[src/rtl/mag_threshold_detector_pkg.sv]
// Shared definitions for the Goertzel magnitude threshold detector:
// FSM state encoding and the default magnitude width.
package mag_threshold_detector_pkg;

  localparam int MAG_W_DEF = 16;

  typedef enum logic [1:0] {
    S_IDLE = 2'd0,
    S_ARM  = 2'd1,
    S_DET  = 2'd2,
    S_REL  = 2'd3
  } state_t;

endpackage

[src/rtl/mag_peak_hold.sv]
// Peak-hold with exponential decay on each magnitude strobe, plus the
// log-scale thermometer bar derived from the updated peak.
module mag_peak_hold
  import mag_threshold_detector_pkg::*;
#(
  parameter int MAG_W       = MAG_W_DEF,
  parameter int DECAY_SHIFT = 4
) (
  input  logic             sys_clk,
  input  logic             rst_n,
  input  logic             clr,
  input  logic             mag_rdy,
  input  logic [MAG_W-1:0] mag_in,
  output logic [MAG_W-1:0] peak,
  output logic [7:0]       bar
);

  logic [MAG_W-1:0] peak_reg;
  logic [MAG_W-1:0] peak_next;
  logic [MAG_W-1:0] step;
  logic [7:0]       bar_reg;
  logic [7:0]       bar_next;

  always_comb begin
    step = peak_reg >> DECAY_SHIFT;
    if (step == '0) begin
      step = MAG_W'(1);
    end
    peak_next = peak_reg;
    if (mag_rdy) begin
      if (mag_in >= peak_reg) begin
        peak_next = mag_in;
      end else if (peak_reg > step) begin
        peak_next = peak_reg - step;
      end else begin
        peak_next = '0;
      end
    end
  end

  // bar[i] is set when any bit from MSB down to MAG_W-8+i of the new peak is set
  for (genvar gi = 0; gi < 8; gi++) begin : g_bar
    assign bar_next[gi] = |(peak_next >> (MAG_W - 8 + gi));
  end

  always_ff @(posedge sys_clk or negedge rst_n) begin
    if (!rst_n) begin
      peak_reg <= '0;
      bar_reg  <= '0;
    end else if (clr) begin
      peak_reg <= '0;
      bar_reg  <= '0;
    end else begin
      peak_reg <= peak_next;
      bar_reg  <= bar_next;
    end
  end

  assign peak = peak_reg;
  assign bar  = bar_reg;

endmodule

[src/rtl/mag_threshold_detector.sv]
// Hysteresis tone detector with consecutive-sample debounce on Goertzel
// magnitude strobes; drives det level, rise pulse, event count and peak bar.
module mag_threshold_detector
  import mag_threshold_detector_pkg::*;
#(
  parameter int MAG_W       = MAG_W_DEF,
  parameter int N_ON        = 4,
  parameter int N_OFF       = 8,
  parameter int DECAY_SHIFT = 4
) (
  input  logic             sys_clk,
  input  logic             rst_n,
  input  logic             clr,
  input  logic [MAG_W-1:0] mag_in,
  input  logic             mag_rdy,
  input  logic [MAG_W-1:0] thr_on,
  input  logic [MAG_W-1:0] thr_off,
  output logic             det,
  output logic             det_rise,
  output logic [MAG_W-1:0] peak,
  output logic [7:0]       bar,
  output logic [7:0]       evt_cnt
);

  localparam logic [8:0] N_ON_C  = 9'(N_ON);
  localparam logic [8:0] N_OFF_C = 9'(N_OFF);

  state_t           state_reg, state_next;
  logic [7:0]       run_cnt_reg, run_cnt_next;
  logic             det_reg, det_next;
  logic             det_rise_reg, det_rise_next;
  logic [7:0]       evt_cnt_reg;
  logic [8:0]       run_inc;
  logic [MAG_W-1:0] thr_off_eff;
  logic             strobe;
  logic             hi;
  logic             lo;

  mag_peak_hold #(
    .MAG_W       (MAG_W),
    .DECAY_SHIFT (DECAY_SHIFT)
  ) u_peak (
    .sys_clk (sys_clk),
    .rst_n   (rst_n),
    .clr     (clr),
    .mag_rdy (mag_rdy),
    .mag_in  (mag_in),
    .peak    (peak),
    .bar     (bar)
  );

  // A release threshold above the assert threshold is clamped down to it
  assign thr_off_eff = (thr_off > thr_on) ? thr_on : thr_off;
  assign hi          = (mag_in >= thr_on);
  assign lo          = (mag_in < thr_off_eff);
  assign strobe      = mag_rdy & ~clr;
  assign run_inc     = {1'b0, run_cnt_reg} + 9'd1;

  always_comb begin
    state_next    = state_reg;
    run_cnt_next  = run_cnt_reg;
    det_rise_next = 1'b0;
    if (strobe) begin
      unique case (state_reg)
        S_IDLE: begin
          if (hi) begin
            if (N_ON == 1) begin
              state_next    = S_DET;
              run_cnt_next  = '0;
              det_rise_next = 1'b1;
            end else begin
              state_next   = S_ARM;
              run_cnt_next = 8'd1;
            end
          end
        end
        S_ARM: begin
          if (!hi) begin
            state_next   = S_IDLE;
            run_cnt_next = '0;
          end else if (run_inc >= N_ON_C) begin
            state_next    = S_DET;
            run_cnt_next  = '0;
            det_rise_next = 1'b1;
          end else begin
            run_cnt_next = run_inc[7:0];
          end
        end
        S_DET: begin
          if (lo) begin
            if (N_OFF == 1) begin
              state_next   = S_IDLE;
              run_cnt_next = '0;
            end else begin
              state_next   = S_REL;
              run_cnt_next = 8'd1;
            end
          end
        end
        S_REL: begin
          if (!lo) begin
            state_next   = S_DET;
            run_cnt_next = '0;
          end else if (run_inc >= N_OFF_C) begin
            state_next   = S_IDLE;
            run_cnt_next = '0;
          end else begin
            run_cnt_next = run_inc[7:0];
          end
        end
        default: begin
          state_next   = S_IDLE;
          run_cnt_next = '0;
        end
      endcase
    end
    det_next = (state_next == S_DET) || (state_next == S_REL);
  end

  always_ff @(posedge sys_clk or negedge rst_n) begin
    if (!rst_n) begin
      state_reg    <= S_IDLE;
      run_cnt_reg  <= '0;
      det_reg      <= 1'b0;
      det_rise_reg <= 1'b0;
      evt_cnt_reg  <= '0;
    end else if (clr) begin
      state_reg    <= S_IDLE;
      run_cnt_reg  <= '0;
      det_reg      <= 1'b0;
      det_rise_reg <= 1'b0;
      evt_cnt_reg  <= '0;
    end else begin
      state_reg    <= state_next;
      run_cnt_reg  <= run_cnt_next;
      det_reg      <= det_next;
      det_rise_reg <= det_rise_next;
      evt_cnt_reg  <= evt_cnt_reg + {7'd0, det_rise_next};
    end
  end

  assign det      = det_reg;
  assign det_rise = det_rise_reg;
  assign evt_cnt  = evt_cnt_reg;

endmodule

[config.mk]
export PLATFORM = sky130hd
export DESIGN_NAME = mag_threshold_detector
export DESIGN_NICKNAME = d
export VERILOG_FILES = /design/src/rtl/mag_threshold_detector_pkg.sv /design/src/rtl/mag_peak_hold.sv /design/src/rtl/mag_threshold_detector.sv
export SDC_FILE = /design/constraint.sdc
export NUM_CORES = 1
export LEC_CHECK = 0
export BUFFER_PORTS_ARGS = -buffer_cell sky130_fd_sc_hd__buf_4
export CORE_MARGIN = 8
export CORE_UTILIZATION = 30
export CTS_CLUSTER_SIZE = 10
export DETAILED_ROUTE_END_ITERATION = 16
export HOLD_SLACK_MARGIN = 0.02
export PLACE_DENSITY = 0.58
export RECOVER_POWER = 25
export SYNTH_ARGS = -nofsm -noshare
export SYNTH_HDL_FRONTEND = slang
export SYNTH_SLANG_ARGS = --single-unit
[constraint.sdc]
create_clock -name sys_clk -period 6 [get_ports sys_clk]
set_input_delay 0.3 -clock sys_clk [delete_from_list [all_inputs] [get_ports sys_clk]]
set_output_delay 0.3 -clock sys_clk [all_outputs]
set_load 0.03 [all_outputs]
==> out/metrics.yaml <==
status:
  outcome: "complete, but fails checks"
  violations: "max-capacitance violations, max-slew violations"
logic_synthesis:
  yosysTopAreaCell: "dfrtp_1"
  yosys-top-cells-count: "ha_1, a21oi_1, inv_1, nor2_1, dfrtp_1"
  ys_seq_elements: 43
  synthArstFlopShare_pct: 100.0
  synthTopCellsByArea: "dfrtp_1, ha_1, a21oi_1"
  netlist_area_mm2: 0.004325
  synth_cell_types: 60
  synth_top_area_share_pct: 24.88
  synth_fp_nets: 653
  synth.most_common_cell: "ha_1"
  yosys_most_used_dff: "dfrtp_1"
  synth_edf_count: 0
  synth_area_per_cell_um2: 8.302
  yosysSeqAreaShare_pct: 24.88
  ys_warn_count: 0
  syn_inst: 521
timing:
  setup_slack_ns: 1.340
  max_freq_mhz: 214.6
  setup_viol: 0
  fin_tns_setup_ns: 0
  slew_headroom_pct: -56.00
  fin_hold_ws_ns: 0.3266
  hold_viol_final: 0
  fin_skew_ns: 0.002896
  fin_crit_ns: 4.660
  period_share_pct: 77.67
  rsz0062_at_grt: "false"
  tightest_slew_ns: 2.340
  finalMaxSlewViolations: 44
cts:
  htreeDepth: 2
  cts_buffers: 5
  clock-root-buffer: "clkbuf_16"
  cts_resized: 0
  cts_setup_buffers: 0
  cts_hold_buf: 0
  insertion_delay_ns: 0.28
  cts_tree: "built"
  clk_pin_slew_worst_paths_ns: 0.06
  cts_buffer_depth: 2
  cts.sinks: 43
floorplanning:
  start_util_pct: 30.22
  core_region_area_mm2: 0.01431
  fp.dieW_um: 136.1
  pin_count: 86
  dieArea_mm2: 0.01852
  std_cell_rows: 44
  fp.dieH_um: 136.1
setup_path:
  criticalPathCategory: "flop to flop"
  slowest_stage: "nor4_1"
  cp_num_buf_inv: 1
  cp_max_fo: 12
  rr_worst_depth: 15
  crit_path_frequent_cell: "nand3_1"
  cp-start-kind: "flop"
  arrival_ns: 4.81
  path_delay_family: "simple AND/OR/NAND/NOR gates"
  slowest_delay_ns: 0.73
  crit_chain: "nor4_1 > nand3_1 > nand2_1 > ha_1 > inv_1 > fa_1 > a211oi_1 > o211ai_1 > a21oi_4 > o21a_2 > nor2_2 > a222oi_1 > nand3_1 > nor4_2 > a21oi_1"
  cp_num_cells: 15
  crit_path_end_kind: "flop"
  cp.required_ns: 6.15
placed_design:
  portBuffers: 85
  place_ws_ns: 1.121
  gp_congestion: 0.8819
  dp_hpwl_um: 10780
routing:
  finalWirelength_um: 13260
  met2_length_um: 5982
  first_iter_violations: 166
  route.detailed.drc: 0
  wl_per_cell_um: 16.89
  drtPass1Iterations: 4
  ant_nets: 0
  top_layer: "met4"
  viasPerCell: 5.324
  wirelength_met1_um: 6081
  vias: 4179
  wl_met3_um: 1017
power:
  p_leak_nw: 2.582
  p_int_uw: 762.6
  ir_drop_mv: 0.1372
  swShare_pct: 41.98
  powerDensity_mw_per_mm2: 248.5
  power_frac_comb_pct: 51.7
  p_clk_share_pct: 21.8
  p_switching_uw: 551.7
  pwr-share-seq_pct: 26.5
global_routing:
  overflow: 0
  antenna_found_initial: 0
  grt_pass1_wl_um: 21430
  grt_pass1_vias: 4310
  track_usage_pct: 14.27
  grt_max_degree: 44
job:
  max_cap_viol_count: 1
worst_hold_path:
  min-delay-path-class: "input port to flop"
  holdPathStages: 3
final_layout:
  final_net_count: 732
  drive_gt1_share_pct: 16.14
  syn_to_final_growth_pct: 22.27
  largest_register_ffs: 16
  diodes: 0
per-layer routing:
layer	track usage (%)	vias up
met5	0	-
met4	3.661	0
met3	3.067	17
met2	23.60	131
met1	18.42	1953
li1	-	2078
through the flow:
stage,area (um2),power (mW),utilization [%],instances
floorplan,4325,0.8252,-,521
global placement,5136,1.020,35.88,777
detailed placement,5136,1.030,35.88,777
CTS,5293,1.325,36.98,785
global route,5289,1.417,36.95,785
finish,5289,1.314,36.95,785
worst paths after layout:
kind                                 startpoint  slack (ns)              to
worst max-delay path            u_peak.peak[14]        1.34   u_peak.bar[0]
worst min-delay path                  mag_in[3]        0.33  u_peak.peak[3]
worst max register to register  u_peak.peak[14]        1.34   u_peak.bar[0]
worst min register to register       evt_cnt[7]        0.55      evt_cnt[7]
max in group asynchronous                 rst_n        3.94  run_cnt_reg[5]
min in group asynchronous                 rst_n        0.72      evt_cnt[7]
cell usage in the layout (no fill, tap or decap), types with 3 or more instances in the layout:
master and n:
a211o_1 6, a211oi_1 12, a21o_1 10, a21oi_1 53
a221oi_1 10, a31oi_1 6, and2_1 8, and3_1 5
and4_1 3, buf_4 85, clkbuf_16 5, dfrtp_1 43
ha_1 79, inv_1 52, mux2i_1 3, nand2_1 25
nand2b_1 3, nand3_1 18, nand4_1 10, nor2_1 52
nor2b_1 7, nor3_1 12, nor4_1 5, o211ai_1 5
o21a_1 6, o21ai_0 18, o21ai_1 3, o21bai_1 3
xnor2_1 7, xor2_1 8
cells by family after synthesis:
kind of cell	count (synthesis)	synth area share, %
AO/OA/AOI/OAI	157	24.15
XOR/XNOR	15	3.037
adder cells (fa/ha/maj)	80	23.32
buffers and inverters	66	6.017
flip-flops	43	24.88
multiplexers	3	0.6943
AND/OR/NAND/NOR	157	17.91
cell type report:
type / count / area, um2
Clock buffer: 8 / 156.4
Multi-Input combinational cell: 412 / 2989
Timing Repair Buffer: 86 / 641.9
Sequential cell: 43 / 1076
Fill cell: 1523 / 9025
Tap cell: 184 / 230.2
Inverter: 52 / 195.2
power by group through the flow:
| stage | Clock [mW] | Combinational, mW | Sequential (mW) |
|---|---|---|---|
| floorplan | 0 | 0.433 | 0.393 |
| global placement | 0 | 0.666 | 0.354 |
| detailed placement | 0 | 0.677 | 0.354 |
| CTS | 0.295 | 0.681 | 0.349 |
| global route | 0.306 | 0.759 | 0.352 |
| finish | 0.287 | 0.679 | 0.348 |
worst reg2reg max path, delay by kind of cell, from the launching register on:
kind / cells / cell delay (ns)
adders and majority gates: 2 / 0.59
DFF: 1 / 0.44
buffers and inverters: 1 / 0.06
AOI/OAI and AO/OA: 6 / 1.71
and+or+nand+nor: 6 / 1.73
No activity file was read; power rests on OpenSTA's default activity.
